--- src/rtl/sm_pkg.sv ---
// Shared types and sign-magnitude field helpers for the accumulator.
package sm_pkg;

  typedef enum logic {ACCUM = 1'b0, RESULT = 1'b1} state_t;

  localparam int SM_MAXW     = 64;
  // The sign bit sits this many places below the operand width: index = n - SM_SIGN_OFS.
  localparam int SM_SIGN_OFS = 1;

  function automatic logic sm_sign(input logic [SM_MAXW-1:0] v, input int n);
    return 1'(v >> (n - SM_SIGN_OFS));
  endfunction

  function automatic logic [SM_MAXW-1:0] sm_mag(input logic [SM_MAXW-1:0] v, input int n);
    logic [SM_MAXW-1:0] mask;
    mask = (SM_MAXW'(1) << (n - SM_SIGN_OFS)) - SM_MAXW'(1);
    return v & mask;
  endfunction

  function automatic logic sm_is_zero(input logic [SM_MAXW-1:0] v, input int n);
    return sm_mag(v, n) == '0;
  endfunction

endpackage

--- src/rtl/sm_add_core.sv ---
// Combinational N-bit sign-magnitude adder; -0 operands act as +0 and the result is never -0.
// SM_ACC_SATURATE_EN: clamp magnitude to all-ones on carry instead of wrapping.
module sm_add_core
  import sm_pkg::*;
#(
  parameter int N = 8
) (
  input  logic [N-1:0] a,
  input  logic [N-1:0] b,
  output logic [N-1:0] sum,
  output logic         carry
);

  localparam int M = N - 1;

  logic         sa, sb, sr;
  logic [M-1:0] ma, mb, mr;
  logic [M:0]   add_full;

  assign sa = sm_sign(SM_MAXW'(a), N) & ~sm_is_zero(SM_MAXW'(a), N);
  assign sb = sm_sign(SM_MAXW'(b), N) & ~sm_is_zero(SM_MAXW'(b), N);
  assign ma = M'(sm_mag(SM_MAXW'(a), N));
  assign mb = M'(sm_mag(SM_MAXW'(b), N));
  assign add_full = {1'b0, ma} + {1'b0, mb};

  always_comb begin
    carry = 1'b0;
    mr    = '0;
    sr    = 1'b0;
    if (sa == sb) begin
      carry = add_full[M];
      mr    = add_full[M-1:0];
`ifdef SM_ACC_SATURATE_EN
      if (add_full[M]) mr = '1;
`endif
      sr    = sa;
    end else if (ma >= mb) begin
      mr = ma - mb;
      sr = sa;
    end else begin
      mr = mb - ma;
      sr = sb;
    end
    if (mr == '0) sr = 1'b0;
  end

  assign sum = {sr, mr};

endmodule

--- src/rtl/sm_accumulator.sv ---
// Frame accumulator: sums LEN sign-magnitude operands, presents result with sticky overflow.
// SM_ACC_SATURATE_EN selects clamping (inside sm_add_core) instead of wrapping.
module sm_accumulator
  import sm_pkg::*;
#(
  parameter int N   = 8,
  parameter int LEN = 4
) (
  input  logic         i_clk,
  input  logic         i_rst_n,
  input  logic         i_clear,
  input  logic [N-1:0] i_data,
  input  logic         i_valid,
  output logic         o_ready,
  output logic [N-1:0] o_sum,
  output logic         o_ovf,
  output logic         o_valid,
  input  logic         i_ready
);

  localparam int            CW   = $clog2(LEN + 1);
  localparam logic [CW-1:0] LAST = CW'(LEN - 1);

  state_t        state, state_nxt;
  logic [N-1:0]  acc, add_sum;
  logic [CW-1:0] cnt;
  logic          ovf, add_carry;
  logic          accept, release_res;

  // Clear outranks both handshakes, so it masks them here once for every consumer.
  assign accept      = (state == ACCUM)  && i_valid && !i_clear;
  assign release_res = (state == RESULT) && i_ready && !i_clear;

  sm_add_core #(.N(N)) u_add (
    .a    (acc),
    .b    (i_data),
    .sum  (add_sum),
    .carry(add_carry)
  );

  always_ff @(posedge i_clk or negedge i_rst_n) begin
    if (!i_rst_n) state <= ACCUM;
    else          state <= state_nxt;
  end

  always_comb begin
    state_nxt = state;
    if (i_clear) begin
      state_nxt = ACCUM;
    end else begin
      case (state)
        ACCUM:   if (accept && cnt == LAST) state_nxt = RESULT;
        RESULT:  if (release_res)           state_nxt = ACCUM;
        default: state_nxt = ACCUM;
      endcase
    end
  end

  always_comb begin
    o_ready = (state == ACCUM);
    o_valid = (state == RESULT);
  end

  always_ff @(posedge i_clk or negedge i_rst_n) begin
    if (!i_rst_n) begin
      acc <= '0;
      cnt <= '0;
      ovf <= 1'b0;
    end else if (i_clear || release_res) begin
      acc <= '0;
      cnt <= '0;
      ovf <= 1'b0;
    end else if (accept) begin
      acc <= add_sum;
      cnt <= cnt + CW'(1);
      ovf <= ovf | add_carry;
    end
  end

  assign o_sum = acc;
  assign o_ovf = ovf;

endmodule

--- config.mk ---
export PLATFORM = sky130hd
export DESIGN_NAME = sm_accumulator
export DESIGN_NICKNAME = d
export VERILOG_FILES = /design/src/rtl/sm_pkg.sv /design/src/rtl/sm_add_core.sv /design/src/rtl/sm_accumulator.sv
export SDC_FILE = /design/constraint.sdc
export NUM_CORES = 1
export LEC_CHECK = 0
export ABC_AREA = 1
export BUFFER_PORTS_ARGS = -buffer_cell sky130_fd_sc_hd__buf_4
export CAP_MARGIN = 5
export CELL_PAD_IN_SITES_DETAIL_PLACEMENT = 0
export CELL_PAD_IN_SITES_GLOBAL_PLACEMENT = 1
export CORE_MARGIN = 1.5
export CORE_UTILIZATION = 44
export CTS_CLUSTER_DIAMETER = 200
export DETAILED_ROUTE_END_ITERATION = 8
export GPL_ROUTABILITY_DRIVEN = 0
export PLACE_DENSITY_LB_ADDON = 0.08
export SLEW_MARGIN = 0
export SYNTH_ARGS = -nofsm -noshare
export SYNTH_HDL_FRONTEND = slang
export SYNTH_SLANG_ARGS = --single-unit
--- constraint.sdc ---
create_clock -name i_clk -period 3.9 [get_ports i_clk]
set_clock_uncertainty 0.2 [all_clocks]
set_input_delay 0.195 -clock i_clk [delete_from_list [all_inputs] [get_ports i_clk]]
set_output_delay 0.195 -clock i_clk [all_outputs]
set_load 0.05 [all_outputs]
### Yosys cells after proc, flatten, opt, wreduce, memory -nomap -nowiden

Cells that the tools add are included.

| word-level totals | value |
|---|---|
| output and inout port bits | 11 |
| word-level logic and storage cells | 44 |
| input bits | 13 |
| register bits after elaboration | 13 |

| operators by class | value |
|---|---|
| equality and inequality tests | 2 |
| muxes and demuxes | 16 |
| bitwise logic cells | 6 |
| magnitude comparators | 1 |
| reductions and logical operators | 11 |
| add/subtract/negate cells | 4 |

Operators with widths:

| operator | number |
|---|---|
| zero test 64 bit | 2 |
| two-way mux 8 bit | 2 |
| two-way mux 7 bit | 2 |
| subtractor 7 bit | 2 |
| two-way mux 1 bit | 9 |
| adder 7 x 7 -> 8 bit | 1 |
| greater-or-equal comparator 7 bit | 1 |
| zero test 7 bit | 1 |
| two-way mux 3 bit | 2 |
| logical AND 1 bit | 5 |
| adder 3 x 1 -> 3 bit (second input constant) | 1 |
| == test 3 x 2 -> 1 bit (second input constant) | 1 |
| NOT 1 bit | 3 |
| bitwise AND 1 bit | 2 |
| one-hot mux 1 bit (2 select lines) | 1 |
| nonzero test 2 bit | 1 |
| == test 1 bit | 1 |
| zero test 1 bit | 1 |
| logical OR 1 bit | 1 |
| bitwise OR 1 bit | 1 |

### Logic depth before layout (Yosys ltp)

Gate-level depths: netlist (run 1).

| logic depth | value |
|---|---|
| depth after elaboration | 9 |
| gate-level depth with buffers | 17 |
| gate-level depth less buffers | 17 |

### Modules after synthesis

From an unflattened synthesis (run 1), not the netlist that was laid out.

| unflattened totals | value |
|---|---|
| cells, all modules | 298 |
| area, all modules | 2018.2 um^2 |

Modules (own cells, without submodules):

| module | sequential area each (um^2) | times used | area an instance (um^2) | cells each |
|---|---|---|---|---|
| sm_add_core | 0.0 | 1 | 1358.8 | 229 |
| sm_accumulator | 325.3 | 1 | 659.4 | 69 |

### Worst setup path after synthesis (run 1)

Ideal clock, no wire load.

| path | value |
|---|---|
| path type | register to register |
| from | register acc[1], in the netlist o_sum[1] |
| to | register acc[7], in the netlist o_sum[7] |
| cell stages (with the launch flop) | 15 |
| slack | 1506 ps |
| required time | 3582 ps |
| setup time | 118 ps |
| period minus slack after synthesis | 2394 ps |
| arrival time | 2076 ps |
| path buffers | 0 |
| cells stage by stage | dfrtp_1 inv_1 fa_1 inv_1 nor2_2 nand2_1 nand4_1 nand2_1 nand2_1 nand3_1 nand2_1 nor2_1 nand3_1 nand2_1 nand2_1 |

| on the way | value |
|---|---|
| word-level cells in the longest chain between the ends | 9 |
| elaborated cells on any way between the ends | 16 |
| those cells by class | 3 x add/sub; 1 x order compare; 1 x eq/ne; 7 x mux; 2 x bitwise; 2 x reduce/logical |

RTL lines:

| item | line | source |
|---|---|---|
| start: declaration | sm_accumulator.sv:25 | `logic [N-1:0] acc, add_sum;` |
| start signal: assignment | sm_accumulator.sv:74 | `acc <= add_sum;` |
| parallel branches: the longest is 6 deep, another holds subtractor 7 bit | n/a |  |
| two-way mux 1 bit * | sm_add_core.sv:44 | `if (mr == '0) sr = 1'b0;` |
| two-way mux 8 bit * | sm_accumulator.sv:73 | `end else if (accept) begin` |
| two-way mux 8 bit * | sm_accumulator.sv:69 | `end else if (i_clear \|\| release_res) begin` |

Every way passes the cells marked *. The select of a mux whose other input is x is not followed.
A chain may end at the register's enable or synchronous reset.

### Final worst setup path (run 1)

| path | value |
|---|---|
| from | register acc[2], in the netlist o_sum[2] |
| to | register acc[7], in the netlist o_sum[7] |

The elaborated chain is that of the path after synthesis.

==> flow_summary.yaml, run 1 <==
outcome:
  outcome: "finished, final reports clean"
hold_path:
  whs_endpoint: "o_valid"
  hold_depth: 3
  hold_start: "i_valid"
  hold_path_class: "input pin to flop"
finish:
  num_antenna_cells: 0
  num-nets-final: 355
  fillers: 455
  final_cell_mix: "nand2_1, inv_1, ha_1"
  area_growth_pct: 14.3
  fin_area_mm2: 0.00209
  drive_gt1_frac: 0.138
  final_cells: 362
  final_common_cell: "nand2_1"
die:
  core_area_mm2: 0.00400
  die_area_mm2: 0.00456
  initial_utilization: 0.458
  die_x_um: 67.5
  die_y_um: 67.5
  row_count: 23
  num_io_pins: 24
sta:
  period_share: 0.630
  tns_ps: 0
  rsz0062_at_grt: "no"
  slew_violations: 0
  setup_viol: 0
  hold_viol: 0
  slew_headroom: 0.631
  fmax_ghz: 0.407
  period_minus_slack_ps: 2460
  worst_slew_pin_slew_ps: 551
setup_path:
  cp-end-kind: "flop"
  r2r-start: "o_sum[2]"
  startpoint_type: "flop"
  crit_required_ps: 3840
  worstPathArrival_ps: 2390
  cp_max_fo: 12
  crit_top_cell: "nand2_1"
  crit_buf_inv: 0
  reg2reg_depth: 13
  r2r_end: "o_sum[7]"
  critPathTopFamily: "simple AND/OR/NAND/NOR gates"
  path_cells: "ha_1 -> nand2_1 -> nor2_4 -> nand2_2 -> nand3_2 -> nor2_2 -> nand2_1 -> nand3_1 -> nand2_1 -> nor2_1 -> nand3_1 -> nand2_1 -> nand2_1"
  cp_slowest_stage_delay_ps: 490
  crit_type: "flop to flop"
  r2r_setup_slack_ps: 1440
  cp_slowest_cell: "ha_1"
cts:
  cts_max_level: 1
  cts_buffers: 3
  clock-sinks: 13
  clockBufferDepth: 2
  cts.reportedPaths.clkPinSlew_ps: 60
  cts_root_buffer: "clkbuf_8"
  clock_latency_ps: 240
  cts_repair_resize_count: 0
  cts_tree: "built"
global_route:
  antenna_found_initial: 0
  grt_pass1_vias: 1600
  grt_max_degree: 14
  grt_pass1_wl_um: 8000
  groute.usage.overall: 0.237
  grt.overflow.total: 0
drt:
  drc: 0
  ant_nets: 0
  vias_per_cell: 4.93
  vias: 1783
  first_iter_violations: 112
  wl_um: 4840
  dr.pass1.iters: 5
  wl_per_cell_um: 13.4
synth:
  synth.avg_cell_area_um2: 6.38
  synth_seq_cells: 13
  yosys_warnings: 0
  synth_area_mm2: 0.00183
  yosysUniqueCellTypes: 25
  syn_inst: 287
  syn_nets: 329
  seq_area_frac_synth: 0.178
pwr:
  ir_worst_vdd_v: 0.000234
  p_leak_nw: 1.21
  powerDensity_mw_per_mm2: 386
placed_design:
  placed_area_mm2: 0.00204
  hpwl_um: 4070
  port_buffers: 23
  dp.cells: 357
job:
  cap_violations: 0
==> cell type report <==
type | instances | area, um2 | share of cell area
Timing Repair Buffer | 24 | 183 | 0.0873
Clock inverter | 1 | 5.00 | 0.00239
Inverter | 54 | 203 | 0.0969
Clock buffer | 3 | 41.3 | 0.0197
Multi-Input combinational cell | 217 | 1270 | 0.608
Sequential cell | 13 | 325 | 0.156
Tap cell | 50 | 62.6 | 0.0299
==> worst register-to-register path, cell delays in order (launching register included) <==
cell and delay, ps:
dfrtp_1 430, ha_1 490, nand2_1 200, nor2_4 60, nand2_2 90, nand3_2 70, nor2_2 240, nand2_1 90
nand3_1 70, nand2_1 70, nor2_1 140, nand3_1 100, nand2_1 60, nand2_1 40
==> cells in the mapped netlist <==
master	n	area, um2
dfrtp_1	13	325
nand4_1	6	37.5
inv_1	51	191
a21oi_1	11	55.1
xor2_1	6	52.6
fa_1	3	60.1
nor2_2	2	12.5
nand2_1	91	342
a21oi_2	2	17.5
inv_2	3	11.3
nor2_4	1	11.3
ha_1	26	325
o21ai_0	12	60.1
xnor2_1	1	8.76
o21ai_1	1	5.00
nand3_4	1	17.5
nand2_2	4	25.0
nand2_4	1	11.3
nand3_2	2	20.0
nand3_1	22	110
buf_4	1	7.51
o21bai_1	1	7.51
o31ai_1	1	7.51
buf_6	2	22.5
nor2_1	23	86.3
==> worst max path at each step <==
stage / from / to / depth (start not counted)
4_1_cts: o_sum[2] / o_sum[7] / 13
5_1_grt: o_sum[4] / o_sum[7] / 13
2_1_floorplan: o_sum[1] / o_sum[7] / 14
6_report: o_sum[2] / o_sum[7] / 13
3_5_place_dp: o_sum[2] / o_sum[7] / 13
3_3_place_gp: o_sum[4] / o_sum[7] / 13
==> metrics by stage <==
stage	util	total power [mW]	setup slack, ps	hold WS [ps]
final	0.523	0.807	1440	4.67
after global placement	0.509	0.692	1430	-147
after CTS	0.523	0.811	1450	0.457
after detailed placement	0.509	0.686	1450	-145
after floorplan	-	0.562	1510	-301
after global routing	0.523	0.890	1170	13.2
==> kinds of logic (layout without fill, tap and decap cells) <==
group                    after synthesis  in the layout  synth area share
buffers and inverters                 57             82             0.127
AND/OR/NAND/NOR                      153            153             0.368
AO/OA/AOI/OAI                         28             28            0.0834
flip-flops                            13             13             0.178
XOR/XNOR                               7              7            0.0335
adder cells (fa/ha/maj)               29             29             0.211
==> where the power goes <==
group / internal, mW / switching [mW]
Clock: 0.0705 / 0.0480
Combinational: 0.169 / 0.344
Sequential: 0.151 / 0.0242
Total: 0.391 / 0.416
==> sequential cells by signal (all words and copies together), names as in the netlist <==
register,count
o_sum,8
o_ovf,1
o_valid,1
cnt,3
==> routing by layer <==
layer	share of wire	vias up	global-route usage
met4	0.0025	0	0.0179
met2	0.48	35	0.387
met1	0.48	807	0.345
li1	-	939	-
met3	0.046	2	0.0317
met5	0	-	0
==> what timing repair did <==
item                                   4_1_cts  5_1_grt
endpoints found under the hold margin       13        0
hold buffers                                 1        0
buffers inserted                             0        0
Note: power is estimated with default switching activity, not from simulation.
==> inputs of run 2 (changes only) <==
--- a/config.mk
+++ b/config.mk
@@ -11,7 +11,7 @@
 export CELL_PAD_IN_SITES_DETAIL_PLACEMENT = 0
 export CELL_PAD_IN_SITES_GLOBAL_PLACEMENT = 1
 export CORE_MARGIN = 1.5
-export CORE_UTILIZATION = 44
+export CORE_UTILIZATION = 41
 export CTS_CLUSTER_DIAMETER = 200
 export DETAILED_ROUTE_END_ITERATION = 8
 export GPL_ROUTABILITY_DRIVEN = 0
==> constraint.sdc (replaced) <==
create_clock -name i_clk -period 2.3 [get_ports i_clk]
set_clock_uncertainty 0.2 [all_clocks]
set_input_delay 0.115 -clock i_clk [delete_from_list [all_inputs] [get_ports i_clk]]
set_output_delay 0.115 -clock i_clk [all_outputs]
set_load 0.05 [all_outputs]
==> run 2 against run 1 <==
Effect of this change:
- combinational power grew 100%
- power increased by 93%
- final cell count increased by 5.5%
- worst hold slack better by 44 ps
- routed wire length is 6.2% higher
- critical path type unchanged
- clock-buffer cell count rose by 1
- via count is 4.3% higher
- worst setup slack worse by 1300 ps
==> flow_summary.yaml, run 2 (synthesized netlist as in run 1, its figures left out) <==
outcome:
  outcome: "finished, final reports clean"
placed_design:
  hpwl_um: 4200
  placed_area_mm2: 0.00216
  port_buffers: 23
  dp.cells: 374
setup_path:
  reg2reg_depth: 12
  r2r_setup_slack_ps: 120
  crit_type: "flop to flop"
  crit_required_ps: 2240
  crit_buf_inv: 3
  cp_slowest_stage_delay_ps: 430
  cp_max_fo: 7
  cp_slowest_cell: "dfrtp_2"
  r2r_end: "o_sum[7]"
  startpoint_type: "flop"
  cp-end-kind: "flop"
  worstPathArrival_ps: 2120
  path_cells: "buf_4 -> ha_1 -> nand2_1 -> nand2_2 -> a21oi_2 -> nand3_4 -> buf_4 -> buf_4 -> o21ai_0 -> a21oi_1 -> nand2_1 -> nand2_1"
  critPathTopFamily: "buffers and inverters"
  r2r-start: "o_sum[3]"
sta:
  slew_violations: 0
  period_minus_slack_ps: 2180
  setup_viol: 0
  hold_viol: 0
  fmax_ghz: 0.458
  worst_slew_pin_slew_ps: 482
  period_share: 0.948
  slew_headroom: 0.678
  hold_ws_ps: 48.4
die:
  die_x_um: 69.8
  core_area_mm2: 0.00432
  initial_utilization: 0.423
  num_io_pins: 24
  die_area_mm2: 0.00487
  die_y_um: 69.8
  row_count: 24
global_route:
  grt.overflow.total: 0
  groute.usage.overall: 0.214
  grt_pass1_wl_um: 8420
  grt_max_degree: 14
  grt_pass1_vias: 1770
  antenna_found_initial: 0
drt:
  vias: 1860
  wl_per_cell_um: 13.4
  dr.pass1.iters: 4
  first_iter_violations: 162
  ant_nets: 0
  wl_um: 5140
  vias_per_cell: 4.87
  drc: 0
job:
  cap_violations: 0
hold_path:
  hold_path_class: "input pin to asynchronous set/reset pin"
finish:
  num_antenna_cells: 0
  final_cells: 382
  num-nets-final: 373
  area_growth_pct: 27.9
  largest_reg_flops: 8
  fillers: 441
  fin_area_mm2: 0.00234
  drive_gt1_frac: 0.264
  final_common_cell: "nand2_1"
  final_cell_mix: "nand2_1, inv_1, buf_4"
cts:
  cts_tree: "built"
  cts.reportedPaths.clkPinSlew_ps: 60
  cts_buffers: 3
  cts_max_level: 1
  clockBufferDepth: 2
  cts_root_buffer: "clkbuf_8"
  clock-sinks: 13
  clock_latency_ps: 250
pwr:
  p_leak_nw: 1.28
  powerDensity_mw_per_mm2: 665
  ir_worst_vdd_v: 0.000403
  power_mw: 1.56
==> run 2: cell types whose count changed in the layout (fill, tap and decap cells not counted), moves of 5 or more <==
cell	change
buf_4	+17
nand2_2	+5
dfrtp_1	-6
nand2_1	-5
ha_1	-7
dfrtp_2	+6
==> run 2: area by class of cell <==
type / count / area, um2 / area share
clock buffers: 4 / 45.0 / 0.0192
flip-flops and latches: 13 / 333 / 0.142
inverters: 54 / 203 / 0.0866
multi-input cells: 217 / 1380 / 0.587
well taps: 52 / 65.1 / 0.0278
repair buffers: 42 / 320 / 0.137
==> run 2: power by group <==
group	switching [mW]	internal, mW	total, mW
registers	0.0335	0.260	0.294
clock network	0.0892	0.123	0.212
logic	0.653	0.399	1.05
total	0.776	0.781	1.56
==> run 2: how the worst max path moves through the flow <==
stage	from	end	cells past startpoint	slack (ps)
2_1_floorplan	o_sum[6]	o_sum[7]	13	50
3_3_place_gp	o_sum[3]	o_sum[7]	13	-20
3_5_place_dp	o_sum[3]	o_sum[7]	14	0.9
4_1_cts	o_sum[3]	o_sum[7]	14	0.3
5_1_grt	o_sum[0]	o_sum[7]	15	-40
6_report	o_sum[3]	o_sum[7]	12	120
==> run 2: repair_timing <==
item                                    in CTS  in global routing
setup buffers                                0                  2
endpoints found under the hold margin       14                  0
endpoints found under the setup margin       0                  7
hold buffers                                 2                  0
resized for setup                            0                 28
==> run 2: through the flow <==
step | utilization | setup TNS, ps | worst slack, ps
2_1_floorplan | - | 0 | 48.3
3_3_place_gp | 0.499 | -21.3 | -21.3
3_5_place_dp | 0.499 | 0 | 0.909
4_1_cts | 0.514 | 0 | 0.320
5_1_grt | 0.541 | -42.9 | -42.9
6_report | 0.541 | 0 | 119
==> run 2: metal layers <==
metal	vias to the layer above	GRT usage	routed length (um)
li1	969	-	-
met1	848	0.303	2540
met2	33	0.353	2390
met3	10	0.0189	117
met4	0	0.0513	91
met5	-	0	0
